`src/rtl/nsa_pkg.sv`:
```
// rtl/nsa_pkg.sv - shared state encoding and slice width for the nibble-serial adder
package nsa_pkg;

   typedef enum logic [1:0] {
      IDLE = 2'd0,
      RUN  = 2'd1,
      DONE = 2'd2
   } nsa_state_e;

   localparam int NIB_W = 4;

endpackage

```
`src/rtl/nsa_add4.sv`:
```
// rtl/nsa_add4.sv - combinational 4-bit ripple-carry slice built from full-adder cells
module nsa_add4
   import nsa_pkg::*;
(
   input  logic [NIB_W-1:0] a4,
   input  logic [NIB_W-1:0] b4,
   input  logic             ci,
   output logic [NIB_W-1:0] s4,
   output logic             co
);

   logic [NIB_W:0] c;

   assign c[0] = ci;

   for (genvar i = 0; i < NIB_W; i++) begin : g_fa
      assign s4[i]  = a4[i] ^ b4[i] ^ c[i];
      assign c[i+1] = (a4[i] & b4[i]) | (a4[i] & c[i]) | (b4[i] & c[i]);
   end

   assign co = c[NIB_W];

endmodule

```
`src/rtl/nibble_serial_add_ctrl.sv`:
```
// rtl/nibble_serial_add_ctrl.sv - WIDTH-bit add sequenced over one shared 4-bit slice, LSB nibble first
// Optional signed-overflow output enabled by NSA_SIGNED_OVF_EN.
module nibble_serial_add_ctrl
   import nsa_pkg::*;
#(
   parameter int WIDTH = 16
) (
   input  logic             clk,
   input  logic             rst,
   input  logic             in_valid,
   output logic             in_ready,
   input  logic [WIDTH-1:0] a,
   input  logic [WIDTH-1:0] b,
   input  logic             cin,
   output logic             out_valid,
   input  logic             out_ready,
   output logic [WIDTH-1:0] sum,
   output logic             cout,
`ifdef NSA_SIGNED_OVF_EN
   output logic             ovf,
`endif
   output logic             busy
);

   localparam int NIB   = WIDTH / NIB_W;
   localparam int CNT_W = (NIB > 1) ? $clog2(NIB) : 1;
   localparam logic [CNT_W-1:0] LAST_K = CNT_W'(NIB - 1);

   nsa_state_e       state_q, state_d;
   logic [CNT_W-1:0] cnt_q, cnt_d;
   logic             carry_q, carry_d;
   logic [WIDTH-1:0] a_q, a_d;
   logic [WIDTH-1:0] b_q, b_d;
   logic [WIDTH-1:0] sum_q, sum_d;
   logic             cout_q, cout_d;

   logic [NIB_W-1:0] slice_s;
   logic             slice_c;

   // Operands shift right each RUN cycle so the active nibble is always at [3:0].
   nsa_add4 u_add4 (
      .a4 (a_q[NIB_W-1:0]),
      .b4 (b_q[NIB_W-1:0]),
      .ci (carry_q),
      .s4 (slice_s),
      .co (slice_c)
   );

`ifdef NSA_SIGNED_OVF_EN
   logic ovf_q, ovf_d;
   logic ovf_calc;

   // Same-sign operands giving an opposite-sign result is carry-into-MSB XOR carry-out.
   assign ovf_calc = (a_q[NIB_W-1] ~^ b_q[NIB_W-1]) & (slice_s[NIB_W-1] ^ a_q[NIB_W-1]);
`endif

   always_ff @(posedge clk or posedge rst) begin
      if (rst) begin
         state_q <= IDLE;
         cnt_q   <= '0;
         carry_q <= 1'b0;
         a_q     <= '0;
         b_q     <= '0;
         sum_q   <= '0;
         cout_q  <= 1'b0;
`ifdef NSA_SIGNED_OVF_EN
         ovf_q   <= 1'b0;
`endif
      end else begin
         state_q <= state_d;
         cnt_q   <= cnt_d;
         carry_q <= carry_d;
         a_q     <= a_d;
         b_q     <= b_d;
         sum_q   <= sum_d;
         cout_q  <= cout_d;
`ifdef NSA_SIGNED_OVF_EN
         ovf_q   <= ovf_d;
`endif
      end
   end

   always_comb begin
      state_d   = state_q;
      cnt_d     = cnt_q;
      carry_d   = carry_q;
      a_d       = a_q;
      b_d       = b_q;
      sum_d     = sum_q;
      cout_d    = cout_q;
`ifdef NSA_SIGNED_OVF_EN
      ovf_d     = ovf_q;
`endif
      in_ready  = 1'b0;
      out_valid = 1'b0;
      busy      = 1'b0;

      unique case (state_q)
         IDLE: begin
            in_ready = 1'b1;
            if (in_valid) begin
               a_d     = a;
               b_d     = b;
               carry_d = cin;
               cnt_d   = '0;
               sum_d   = '0;
               state_d = RUN;
            end
         end
         RUN: begin
            busy    = 1'b1;
            carry_d = slice_c;
            a_d     = a_q >> NIB_W;
            b_d     = b_q >> NIB_W;
            for (int n = 0; n < NIB; n++) begin
               if (cnt_q == CNT_W'(n)) begin
                  sum_d[n*NIB_W +: NIB_W] = slice_s;
               end
            end
            if (cnt_q == LAST_K) begin
               cout_d  = slice_c;
`ifdef NSA_SIGNED_OVF_EN
               ovf_d   = ovf_calc;
`endif
               state_d = DONE;
            end else begin
               cnt_d = cnt_q + 1'b1;
            end
         end
         DONE: begin
            out_valid = 1'b1;
            if (out_ready) begin
               state_d = IDLE;
            end
         end
         default: begin
            state_d = IDLE;
         end
      endcase
   end

   assign sum  = sum_q;
   assign cout = cout_q;
`ifdef NSA_SIGNED_OVF_EN
   assign ovf  = ovf_q;
`endif

endmodule

```
`config.mk`:
```
export PLATFORM = sky130hd
export DESIGN_NAME = nibble_serial_add_ctrl
export DESIGN_NICKNAME = d
export VERILOG_FILES = /design/src/rtl/nsa_pkg.sv /design/src/rtl/nsa_add4.sv /design/src/rtl/nibble_serial_add_ctrl.sv
export SDC_FILE = /design/constraint.sdc
export NUM_CORES = 1
export LEC_CHECK = 0
export BUFFER_PORTS_ARGS = -buffer_cell sky130_fd_sc_hd__clkbuf_2
export CORE_MARGIN = 2
export CORE_UTILIZATION = 35
export DETAILED_ROUTE_END_ITERATION = 7
export PLACE_DENSITY = 0.55
export RECOVER_POWER = 100
export SLEW_MARGIN = 20
export SYNTH_ARGS = -nofsm -noshare
export SYNTH_HDL_FRONTEND = slang
export SYNTH_HIERARCHICAL = 1
export SYNTH_SLANG_ARGS = --single-unit
```
`constraint.sdc`:
```
create_clock -name clk -period 5.75 [get_ports clk]
set_input_delay 0.2875 -clock clk [delete_from_list [all_inputs] [get_ports clk]]
set_output_delay 0.2875 -clock clk [all_outputs]
set_load 0.05 [all_outputs]
```
==> results of run 1 <==
synthesized netlist by cell type:
cell type	n	area, sq um
sky130_fd_sc_hd__a211oi_1	7	52.6
sky130_fd_sc_hd__a21oi_1	1	5.00
sky130_fd_sc_hd__a221o_1	16	160
sky130_fd_sc_hd__a221oi_1	8	70.1
sky130_fd_sc_hd__a222oi_1	10	100
sky130_fd_sc_hd__a22o_1	1	8.76
sky130_fd_sc_hd__a32o_1	3	30.0
sky130_fd_sc_hd__and2_1	4	25.0
sky130_fd_sc_hd__and3b_1	16	140
sky130_fd_sc_hd__buf_1	1	3.75
sky130_fd_sc_hd__buf_2	11	55.1
sky130_fd_sc_hd__buf_4	4	30.0
sky130_fd_sc_hd__buf_6	2	22.5
sky130_fd_sc_hd__clkbuf_1	4	15.0
sky130_fd_sc_hd__dfrtp_1	54	1350
sky130_fd_sc_hd__fa_1	4	80.1
sky130_fd_sc_hd__ha_1	5	62.6
sky130_fd_sc_hd__inv_1	45	169
sky130_fd_sc_hd__mux2_1	1	11.3
sky130_fd_sc_hd__nand2_1	5	18.8
sky130_fd_sc_hd__nand2b_1	3	18.8
sky130_fd_sc_hd__nand3_1	2	10.0
sky130_fd_sc_hd__nand3b_1	6	45.0
sky130_fd_sc_hd__nor2_1	9	33.8
sky130_fd_sc_hd__nor2b_1	16	100
sky130_fd_sc_hd__nor3b_1	7	52.6
sky130_fd_sc_hd__nor4b_1	15	131
sky130_fd_sc_hd__o211ai_1	1	7.51
sky130_fd_sc_hd__o21ba_2	1	10.0
sky130_fd_sc_hd__o21bai_4	1	18.8
sky130_fd_sc_hd__o221ai_1	6	52.6
sky130_fd_sc_hd__or2_1	1	6.26
sky130_fd_sc_hd__or4b_1	1	10.0
sequential cells by signal, indices dropped and copies added, names as in the netlist:
signal,cells
state_q,2
sum,16
b_q,16
cnt_q,2
carry_q,1
cout,1
a_q,16
power groups by stage:
stage	sequential, W	combinational [W]	clock [W]
CTS	0.000705	0.000989	0.000269
global placement	0.000707	0.000973	0
finish	0.000703	0.000961	0.000261
global route	0.000731	0.00107	0.000287
detailed placement	0.000713	0.000985	0
floorplan	0.000758	0.000714	0
final cells by class:
cell class | count | share of cell area
flip-flops and latches | 54 | 0.410
multi-input cells | 150 | 0.382
repair buffers | 60 | 0.0842
inverters | 45 | 0.0512
well taps | 105 | 0.0398
clock buffers | 5 | 0.0209
clock inverters | 3 | 0.0121
cell families (layout without fill, tap and decap cells):
| kind of cell | after synthesis | in the layout |
|---|---|---|
| simple gates | 85 | 85 |
| buf+inv | 67 | 113 |
| compound gates | 55 | 55 |
| flops | 54 | 54 |
| fa+ha+maj | 9 | 9 |
| mux | 1 | 1 |
stage by stage:
stage	util	power, W	setup WS (ns)
5_1_grt	0.406	0.00209	2.26
3_5_place_dp	0.396	0.00170	3.14
3_3_place_gp	0.396	0.00168	3.20
6_report	0.406	0.00192	2.68
4_1_cts	0.410	0.00196	3.11
2_1_floorplan	-	0.00147	3.32
per-layer routing:
| layer | up-vias | routed length [microns] | track usage |
|---|---|---|---|
| li1 | 1075 | - | - |
| met1 | 1068 | 3210 | 0.218 |
| met2 | 64 | 3050 | 0.237 |
| met3 | 2 | 360 | 0.0300 |
| met4 | 0 | 15 | 0.0399 |
| met5 | - | 0 | 0 |
final timing paths:
check	endpoint	cells past startpoint	slack [ns]
hold reg to reg	a_q[13]$_DFFE_PP0P_	2	0.50
setup reg to reg	sum[5]$_DFFE_PP0P_	2	2.75
hold / removal	b_q[14]$_DFFE_PP0P_	2	0.21
min in group asynchronous	sum[13]$_DFFE_PP0P_	3	1.08
max in group asynchronous	a_q[7]$_DFFE_PP0P_	3	3.01
setup / recovery	busy	2	2.68
==> results.py, run 1 <==
metrics = {
    "setup_path": {
        "crit_slowest_cell": "sky130_fd_sc_hd__dfrtp_1",
        "worstSetupPathType": "reg -> out",
        "worst-endpoint-arrival_ns": 2.78,
        "critical_path_buf_inv_count": 1,
        "reg2reg_from": "state_q[0]$_DFFE_PP0P_",
        "critical_path_required_ns": 5.46,
        "start_kind": "flip-flop",
        "cp_max_fo": 67,
        "crit_chain": "nor2b_1 -> clkbuf_1",
        "setup.worst_path.start": "state_q[0]$_DFFE_PP0P_",
        "worstSetupEndpointType": "output pin",
        "critical-path-top-delay-family": "flip-flops",
        "crit_path_largest_cell_delay_ns": 1.67,
    },
    "drt": {
        "routed_via_density": 5.23,
        "route.detailed.drc": 0,
        "routed-via-count": 2209,
        "post_drt_wl_per_cell_microns": 15.7,
        "wl_mm": 6.63,
        "detail_route.iter0.violations": 151,
        "antenna_viol_nets_final": 0,
        "drtPass1Iterations": 5,
    },
    "power_and_ir_drop": {
        "swShare": 0.464,
        "switchingPower_w": 0.000893,
        "clkPwrFrac": 0.136,
        "seq_power_share": 0.365,
        "worst_supply_voltage_drop_on_vdd_mv": 0.295,
        "power-per-cell-area_nw_per_um2": 583,
        "proportion_of_power_drawn_by_combinational_gates": 0.499,
        "leakagePower_nw": 1.58,
        "intPower_w": 0.00103,
    },
    "global_routing": {
        "first_global_vias": 2149,
        "grt_pass1_wl_mm": 10.8,
        "antenna_found_initial": 0,
        "overflow": 0,
        "grt_util_all_layers": 0.153,
        "grt_start_max_net_pins": 68,
    },
    "layout": {
        "area.sequential_sq_um": 1350,
        "design_area_sq_um": 3300,
        "num-fill-cells": 825,
        "area_growth_syn_to_layout_pct": 13.5,
        "layout.cells.most_common_list": "sky130_fd_sc_hd__dfrtp_1, sky130_fd_sc_hd__inv_1, sky130_fd_sc_hd__clkbuf_2",
        "insertedDiodeCount": 0,
        "final_layout_size_suffix_gt1_frac": 0.148,
        "layout_commonest_cell": "sky130_fd_sc_hd__dfrtp_1",
        "multiInputGateArea_sq_um": 1260,
        "post_route_insts_no_fill": 422,
        "nets": 362,
    },
    "place": {
        "dp_hpwl_mm": 4.22,
        "gp_congestion": 0.767,
        "io_buffers": 56,
        "place_inst": 414,
        "dpl_cell_area_sq_um": 3220,
    },
    "status": {
        "outcome": "finished with violations",
        "failing_checks": "max-capacitance violations, max-slew violations",
    },
    "synth": {
        "synth-seq-cells": 54,
        "mappedNetlistNets": 317,
        "synthSimpleGateAreaFrac": 0.204,
        "synthesis.yosys.warnings": 6,
        "netlist-cell-type-count": 33,
        "mapped_cells": 271,
        "synthXorXnorAreaFrac": 0,
        "synth_top_family_by_area": "simple AND/OR/NAND/NOR gates",
        "synth_seq_area_share": 0.465,
        "synth.mux.area_fraction": 0.00387,
        "synth_area_per_cell_sq_um": 10.7,
        "yosys.area_share.adder": 0.0491,
        "synth_area_sq_um": 2910,
        "synth_compound_area_frac": 0.177,
    },
    "clock_network": {
        "htree_levels": 2,
        "post_cts.repair.setup_buffers": 0,
        "clock-sinks": 54,
        "max-clock-path-buffers": 2,
        "cts_resized": 0,
        "post_cts_hold_buffer_count": 0,
        "cts_root_buffer": "sky130_fd_sc_hd__clkbuf_8",
        "cts_tree": "done",
        "worst_skew_pair.late_latency_ns": 0.31,
        "cts-buffers-inserted": 5,
        "clk_transition_reported_paths_ns": 0.10,
    },
    "floorplanning": {
        "placeableCoreArea_sq_um": 8130,
        "floorplan.die_area_sq_um": 9050,
        "die_w_microns": 95.2,
        "ioPinCount": 57,
        "die_h_microns": 95.2,
        "floorplan.initialDensity": 0.357,
        "rows": 33,
    },
    "sta": {
        "max-slew-margin-rel": -0.982,
        "final-max-slew-violation-count": 123,
        "timing.fmax_mhz": 326,
        "final_min_period_over_clock_period": 0.533,
        "worst_slew_pin_slew_ns": 2.97,
        "setup_tns_ns": 0,
        "fin_hold_ws_ns": 0.211,
        "worst_clock_skew_ns": 0.00464,
        "rsz0062_at_grt": "no",
        "hold_violations": 0,
        "shortest_period_the_worst_path_allows_ns": 3.07,
        "report.final.setup_viol": 0,
    },
    "flow_run": {
        "timing.max_cap.violations": 2,
    },
    "hold_path": {
        "hold_path.class": "in -> reg",
        "min_from": "b[14]",
    },
}
Power figures use the tool's default switching activity.
==> inputs of run 2 (changes only) <==
clock period = 3.2 ns   (was 5.75 ns; I/O delays follow)
==> results.py, run 2 (synthesized netlist as in run 1, its figures left out) <==
metrics = {
    "status": {
        "outcome": "complete, no violations",
    },
    "global_routing": {
        "grt_pass1_wl_mm": 11.1,
        "overflow": 0,
        "antenna_found_initial": 0,
        "grt_start_max_net_pins": 53,
        "first_global_vias": 2160,
        "grt_util_all_layers": 0.156,
    },
    "layout": {
        "multiInputGateArea_sq_um": 1250,
        "area_growth_syn_to_layout_pct": 13.8,
        "final_layout_size_suffix_gt1_frac": 0.157,
        "layout_commonest_cell": "sky130_fd_sc_hd__dfrtp_1",
        "insertedDiodeCount": 0,
        "design_area_sq_um": 3310,
        "nets": 364,
        "post_route_insts_no_fill": 423,
        "layout.cells.most_common_list": "sky130_fd_sc_hd__dfrtp_1, sky130_fd_sc_hd__inv_1, sky130_fd_sc_hd__clkbuf_2",
        "num-fill-cells": 814,
        "area.sequential_sq_um": 1350,
    },
    "drt": {
        "drtPass1Iterations": 6,
        "antenna_viol_nets_final": 0,
        "routed_via_density": 5.17,
        "routed-via-count": 2187,
        "route.detailed.drc": 0,
        "wl_mm": 6.65,
        "detail_route.iter0.violations": 134,
        "post_drt_wl_per_cell_microns": 15.7,
    },
    "power_and_ir_drop": {
        "seq_power_share": 0.350,
        "leakagePower_nw": 1.59,
        "swShare": 0.457,
        "proportion_of_power_drawn_by_combinational_gates": 0.512,
        "clkPwrFrac": 0.138,
        "worst_supply_voltage_drop_on_vdd_mv": 0.351,
        "switchingPower_w": 0.00158,
        "power-per-cell-area_nw_per_um2": 1050,
        "intPower_w": 0.00188,
    },
    "hold_path": {
        "worst_hold_path.num_cells": 2,
        "whs_endpoint": "b_q[14]$_DFFE_PP0P_",
        "min_from": "b[14]",
        "hold_path.class": "in -> reg",
    },
    "place": {
        "dpl_cell_area_sq_um": 3240,
        "gp_congestion": 0.743,
        "detailedPlace.worstSlack_ns": 0.626,
        "io_buffers": 56,
        "place_inst": 416,
        "dp_hpwl_mm": 4.42,
    },
    "sta": {
        "worst_slew_pin_slew_ns": 1.46,
        "fin_hold_ws_ns": 0.0892,
        "setup_tns_ns": 0,
        "final-max-slew-violation-count": 0,
        "timing.fmax_mhz": 368,
        "worst_clock_skew_ns": 0.0144,
        "postLayoutSetupSlackWorst_ns": 0.480,
        "max-slew-margin-rel": 0.0238,
        "shortest_period_the_worst_path_allows_ns": 2.72,
        "final_min_period_over_clock_period": 0.850,
        "report.final.setup_viol": 0,
        "hold_violations": 0,
        "rsz0062_at_grt": "no",
    },
    "clock_network": {
        "worst_skew_pair.late_latency_ns": 0.31,
        "post_cts.repair.setup_buffers": 0,
        "max-clock-path-buffers": 2,
        "cts_resized": 0,
        "htree_levels": 2,
        "cts-buffers-inserted": 5,
        "post_cts_hold_buffer_count": 0,
        "clk_transition_reported_paths_ns": 0.10,
        "cts_root_buffer": "sky130_fd_sc_hd__clkbuf_8",
        "clock-sinks": 54,
        "cts_tree": "done",
    },
    "setup_path": {
        "r2r-end": "carry_q$_DFFE_PP0P_",
        "worstSetupEndpointType": "output pin",
        "worstSetupPathType": "reg -> out",
        "critical_path_required_ns": 3.04,
        "timing.reg2reg.worst_path_depth": 3,
        "start_kind": "flip-flop",
        "reg2reg_from": "state_q[0]$_DFFE_PP0P_",
        "worst-endpoint-arrival_ns": 2.56,
        "setup.reg_to_reg.worst_slack_ns": 0.55,
        "cp_max_fo": 39,
    },
    "flow_run": {
        "timing.max_cap.violations": 0,
    },
    "floorplanning": {
        "floorplan.die_area_sq_um": 9050,
        "floorplan.initialDensity": 0.357,
        "rows": 33,
        "placeableCoreArea_sq_um": 8130,
        "die_w_microns": 95.2,
        "ioPinCount": 57,
        "die_h_microns": 95.2,
    },
}
run 2: cell count changes in the layout (fill, tap and decap cells not counted), sizes merged:
cell    delta
clkinv     -3
clkbuf     +1
buf        +2
inv        +1
run 2: layout make-up:
type                       instances  share of cell area
timing repair buffer              62              0.0892
sequential                        54               0.408
multi-input combinational        150               0.378
clock buffer                       6              0.0250
clock inverter                     1             0.00907
tap                              105              0.0397
inverter                          45              0.0510
run 2: layer usage:
layer | wire, microns | part of all wire | GRT usage | vias up
met4 | 65 | 0.0098 | 0.0435 | 0
met5 | 0 | 0 | 0 | -
met3 | 345 | 0.052 | 0.0332 | 7
met2 | 2890 | 0.43 | 0.232 | 59
li1 | - | - | - | 1075
met1 | 3350 | 0.50 | 0.230 | 1046
run 2: worst max-delay path by stage:
| stage | start | end | slack [ns] | depth (start not counted) |
|---|---|---|---|---|
| detailed placement | b_q[0]$_DFFE_PP0P_ | sum[7]$_DFFE_PP0P_ | 0.63 | 10 |
| CTS | b_q[0]$_DFFE_PP0P_ | sum[15]$_DFFE_PP0P_ | 0.59 | 10 |
| global placement | a_q[0]$_DFFE_PP0P_ | sum[7]$_DFFE_PP0P_ | 0.66 | 10 |
| floorplan | a_q[0]$_DFFE_PP0P_ | sum[15]$_DFFE_PP0P_ | 0.77 | 10 |
| global route | state_q[0]$_DFFE_PP0P_ | in_ready | 0.27 | 4 |
| finish | state_q[0]$_DFFE_PP0P_ | in_ready | 0.48 | 4 |
run 2: power by group through the flow:
| stage | clock (W) | sequential, W | combinational, W |
|---|---|---|---|
| floorplan | 0 | 0.00136 | 0.00128 |
| global placement | 0 | 0.00122 | 0.00181 |
| detailed placement | 0 | 0.00123 | 0.00183 |
| CTS | 0.000494 | 0.00122 | 0.00184 |
| global route | 0.000525 | 0.00126 | 0.00198 |
| finish | 0.000478 | 0.00121 | 0.00178 |
run 2: through the flow:
stage | util | power [W]
4_1_cts | 0.412 | 0.00355
6_report | 0.407 | 0.00347
5_1_grt | 0.407 | 0.00376
3_3_place_gp | 0.398 | 0.00303
3_5_place_dp | 0.398 | 0.00306
2_1_floorplan | - | 0.00264
run 2: critical path, stage by stage (launching register included):
cell,delay [ns]
sky130_fd_sc_hd__dfrtp_1,1.08
sky130_fd_sc_hd__clkbuf_2,0.59
sky130_fd_sc_hd__nor2_1,0.12
sky130_fd_sc_hd__buf_4,0.22
sky130_fd_sc_hd__clkbuf_2,0.25
==> inputs of run 3 (changes only) <==
MAX_ROUTING_LAYER = met4   (was default)
SYNTH_HIERARCHICAL = default   (was 1)
==> results.py, run 3 <==
metrics = {
    "status": {
        "outcome": "complete, no violations",
    },
    "drt": {
        "routed-via-count": 2205,
        "routed_via_density": 5.29,
        "drtPass1Iterations": 4,
        "wl_mm": 6.61,
        "detail_route.iter0.violations": 121,
        "route.detailed.drc": 0,
        "post_drt_wl_per_cell_microns": 15.8,
        "antenna_viol_nets_final": 0,
    },
    "global_routing": {
        "grt_util_all_layers": 0.168,
        "antenna_found_initial": 0,
        "peak_usage_layer_in_the_global_routing_report": "met2",
        "groute.layer.met1.usage": 0.226,
        "grt_start_max_net_pins": 35,
        "fraction_of_met2_tracks_used_by_global_routing": 0.265,
        "grt_pass1_wl_mm": 11.1,
        "grt_use_met3": 0.0312,
        "overflow": 0,
        "first_global_vias": 2219,
    },
    "layout": {
        "insertedDiodeCount": 0,
        "multiInputGateArea_sq_um": 1110,
        "layout.cells.most_common_list": "sky130_fd_sc_hd__dfrtp_1, sky130_fd_sc_hd__o22ai_1, sky130_fd_sc_hd__clkbuf_2",
        "final_layout_size_suffix_gt1_frac": 0.159,
        "area.sequential_sq_um": 1350,
        "layout_commonest_cell": "sky130_fd_sc_hd__dfrtp_1",
        "nets": 359,
        "num-fill-cells": 798,
        "area_growth_syn_to_layout_pct": 15.7,
    },
    "synth": {
        "yosys_most_used_dff": "sky130_fd_sc_hd__dfrtp_1",
        "synth-edff-count": 0,
        "share_of_the_synthesized_area_in_the_top_cell_type": 0.500,
        "synthesis.yosys.warnings": 0,
        "synth_top_cell_by_area": "sky130_fd_sc_hd__dfrtp_1",
        "synth_seq_area_share": 0.500,
        "async_flop_share": 1.00,
        "synth.area.top_cells": "sky130_fd_sc_hd__dfrtp_1, sky130_fd_sc_hd__o22ai_1, sky130_fd_sc_hd__a21oi_1",
        "synth-seq-cells": 54,
        "mappedNetlistNets": 308,
        "netlist-cell-type-count": 34,
        "synth_top_cells_by_count": "sky130_fd_sc_hd__dfrtp_1, sky130_fd_sc_hd__o22ai_1, sky130_fd_sc_hd__inv_1, sky130_fd_sc_hd__a21oi_1, sky130_fd_sc_hd__nand2_1",
        "synth_area_per_cell_sq_um": 10.3,
        "synth_area_sq_um": 2700,
        "mapped_cells": 263,
        "synth.most_common_cell": "sky130_fd_sc_hd__dfrtp_1",
    },
    "floorplanning": {
        "ioPinCount": 57,
        "floorplan.die_area_sq_um": 8440,
        "die_w_microns": 91.9,
        "die_h_microns": 91.9,
        "placeableCoreArea_sq_um": 7610,
        "rows": 32,
        "floorplan.initialDensity": 0.355,
    },
    "power_and_ir_drop": {
        "clkPwrFrac": 0.159,
        "power_w": 0.00355,
        "swShare": 0.455,
        "worst_supply_voltage_drop_on_vdd_mv": 0.374,
        "proportion_of_power_drawn_by_combinational_gates": 0.499,
        "leakagePower_nw": 1.40,
        "seq_power_share": 0.342,
        "power-per-cell-area_nw_per_um2": 1140,
        "intPower_w": 0.00193,
        "switchingPower_w": 0.00162,
    },
    "clock_network": {
        "max-clock-path-buffers": 2,
        "worst_skew_pair.late_latency_ns": 0.31,
        "post_cts.repair.setup_buffers": 0,
        "cts_tree": "done",
        "htree_levels": 2,
        "post_cts_hold_buffer_count": 1,
        "cts_root_buffer": "sky130_fd_sc_hd__clkbuf_8",
        "clock-sinks": 54,
        "clk_transition_reported_paths_ns": 0.09,
        "cts-buffers-inserted": 5,
        "cts_resized": 0,
    },
    "setup_path": {
        "worst-endpoint-arrival_ns": 2.43,
        "worstSetupPathType": "reg -> out",
        "critical_path_required_ns": 3.04,
        "cp_max_fo": 16,
        "timing.reg2reg.worst_path_depth": 4,
        "start_kind": "flip-flop",
        "worstSetupEndpointType": "output pin",
    },
    "sta": {
        "max-slew-margin-rel": 0.259,
        "hold_violations": 0,
        "rsz0062_at_grt": "no",
        "shortest_period_the_worst_path_allows_ns": 2.59,
        "final-max-slew-violation-count": 0,
        "final_min_period_over_clock_period": 0.809,
        "timing.fmax_mhz": 386,
        "worst_slew_pin_slew_ns": 1.11,
        "worst_clock_skew_ns": 0.00904,
        "setup_tns_ns": 0,
        "report.final.setup_viol": 0,
    },
    "hold_path": {
        "worst_hold_path.num_cells": 2,
        "hold_path.class": "in -> reg",
    },
    "place": {
        "io_buffers": 56,
        "gp_congestion": 0.805,
        "dp_hpwl_mm": 4.59,
    },
    "flow_run": {
        "timing.max_cap.violations": 0,
    },
}
run 3: changes by cell type in the layout (fill, tap and decap cells not counted), moves of 13 or more:
cell                      before  now
sky130_fd_sc_hd__nand2_1       5   18
sky130_fd_sc_hd__and3b_1      16    0
sky130_fd_sc_hd__nor4b_1      15    0
sky130_fd_sc_hd__a221o_1      16    0
sky130_fd_sc_hd__a21oi_1       1   20
sky130_fd_sc_hd__inv_1        45   25
sky130_fd_sc_hd__o22ai_1       0   38
run 3: cells by family (layout without fill, tap and decap cells):
logic type | count (synthesis) | after routing | share of synthesized area
flops | 54 | 54 | 0.500
compound gates | 101 | 101 | 0.253
simple gates | 55 | 55 | 0.114
fa+ha+maj | 8 | 8 | 0.0482
mux | 1 | 1 | 0.00417
buf+inv | 44 | 96 | 0.0810
run 3: cell type report:
class                      instances  share of cell area
sequential                        54               0.432
multi-input combinational        165               0.357
timing repair buffer              63              0.0948
tap                              102              0.0408
inverter                          25              0.0300
clock buffer                       6              0.0264
clock inverter                     2              0.0192
run 3: metrics by stage:
stage | std cells | hold slack, ns | cell area, sq um | util | setup slack (ns)
2_1_floorplan | 263 | 0.246 | 2700 | - | 1.11
3_3_place_gp | 408 | 0.249 | 3030 | 0.398 | 1.02
5_1_grt | 417 | 0.0195 | 3130 | 0.411 | 0.424
4_1_cts | 417 | 0.0231 | 3180 | 0.418 | 0.975
3_5_place_dp | 408 | 0.264 | 3030 | 0.398 | 0.974
6_report | 417 | 0.0283 | 3130 | 0.411 | 0.612
run 3: path summary, 6_finish.rpt:
path	start	slack (ns)	endpoint
max in group asynchronous	rst	1.21	b_q[6]$_DFFE_PP0P_
hold / removal	out_ready	0.03	state_q[1]$_DFFE_PP0P_
setup / recovery	state_q[1]$_DFFE_PP0P_	0.61	in_ready
min in group asynchronous	rst	0.65	sum[12]$_DFFE_PP0P_
setup reg to reg	state_q[0]$_DFFE_PP0P_	0.95	sum[0]$_DFFE_PP0P_
hold reg to reg	a_q[14]$_DFFE_PP0P_	0.50	a_q[14]$_DFFE_PP0P_
run 3: power groups by stage:
stage	Sequential, W	Combinational (W)	Clock [W]
CTS	0.00122	0.00184	0.000575
finish	0.00121	0.00177	0.000565
global placement	0.00123	0.00181	0
global route	0.00126	0.00199	0.000603
floorplan	0.00139	0.00128	0
detailed placement	0.00124	0.00184	0
run 3: worst max-delay path, stage by stage (launching register included):
cell and delay, ns:
sky130_fd_sc_hd__dfrtp_1 0.53, sky130_fd_sc_hd__clkbuf_1 0.40, sky130_fd_sc_hd__nor2_1 0.77, sky130_fd_sc_hd__clkbuf_2 0.41
run 3: routing by layer:
layer / up-vias / routed length [microns]
met2: 63 / 3140
li1: 1062 / -
met1: 1074 / 3070
met4: 0 / 67
met3: 6 / 331
met5: - / 0
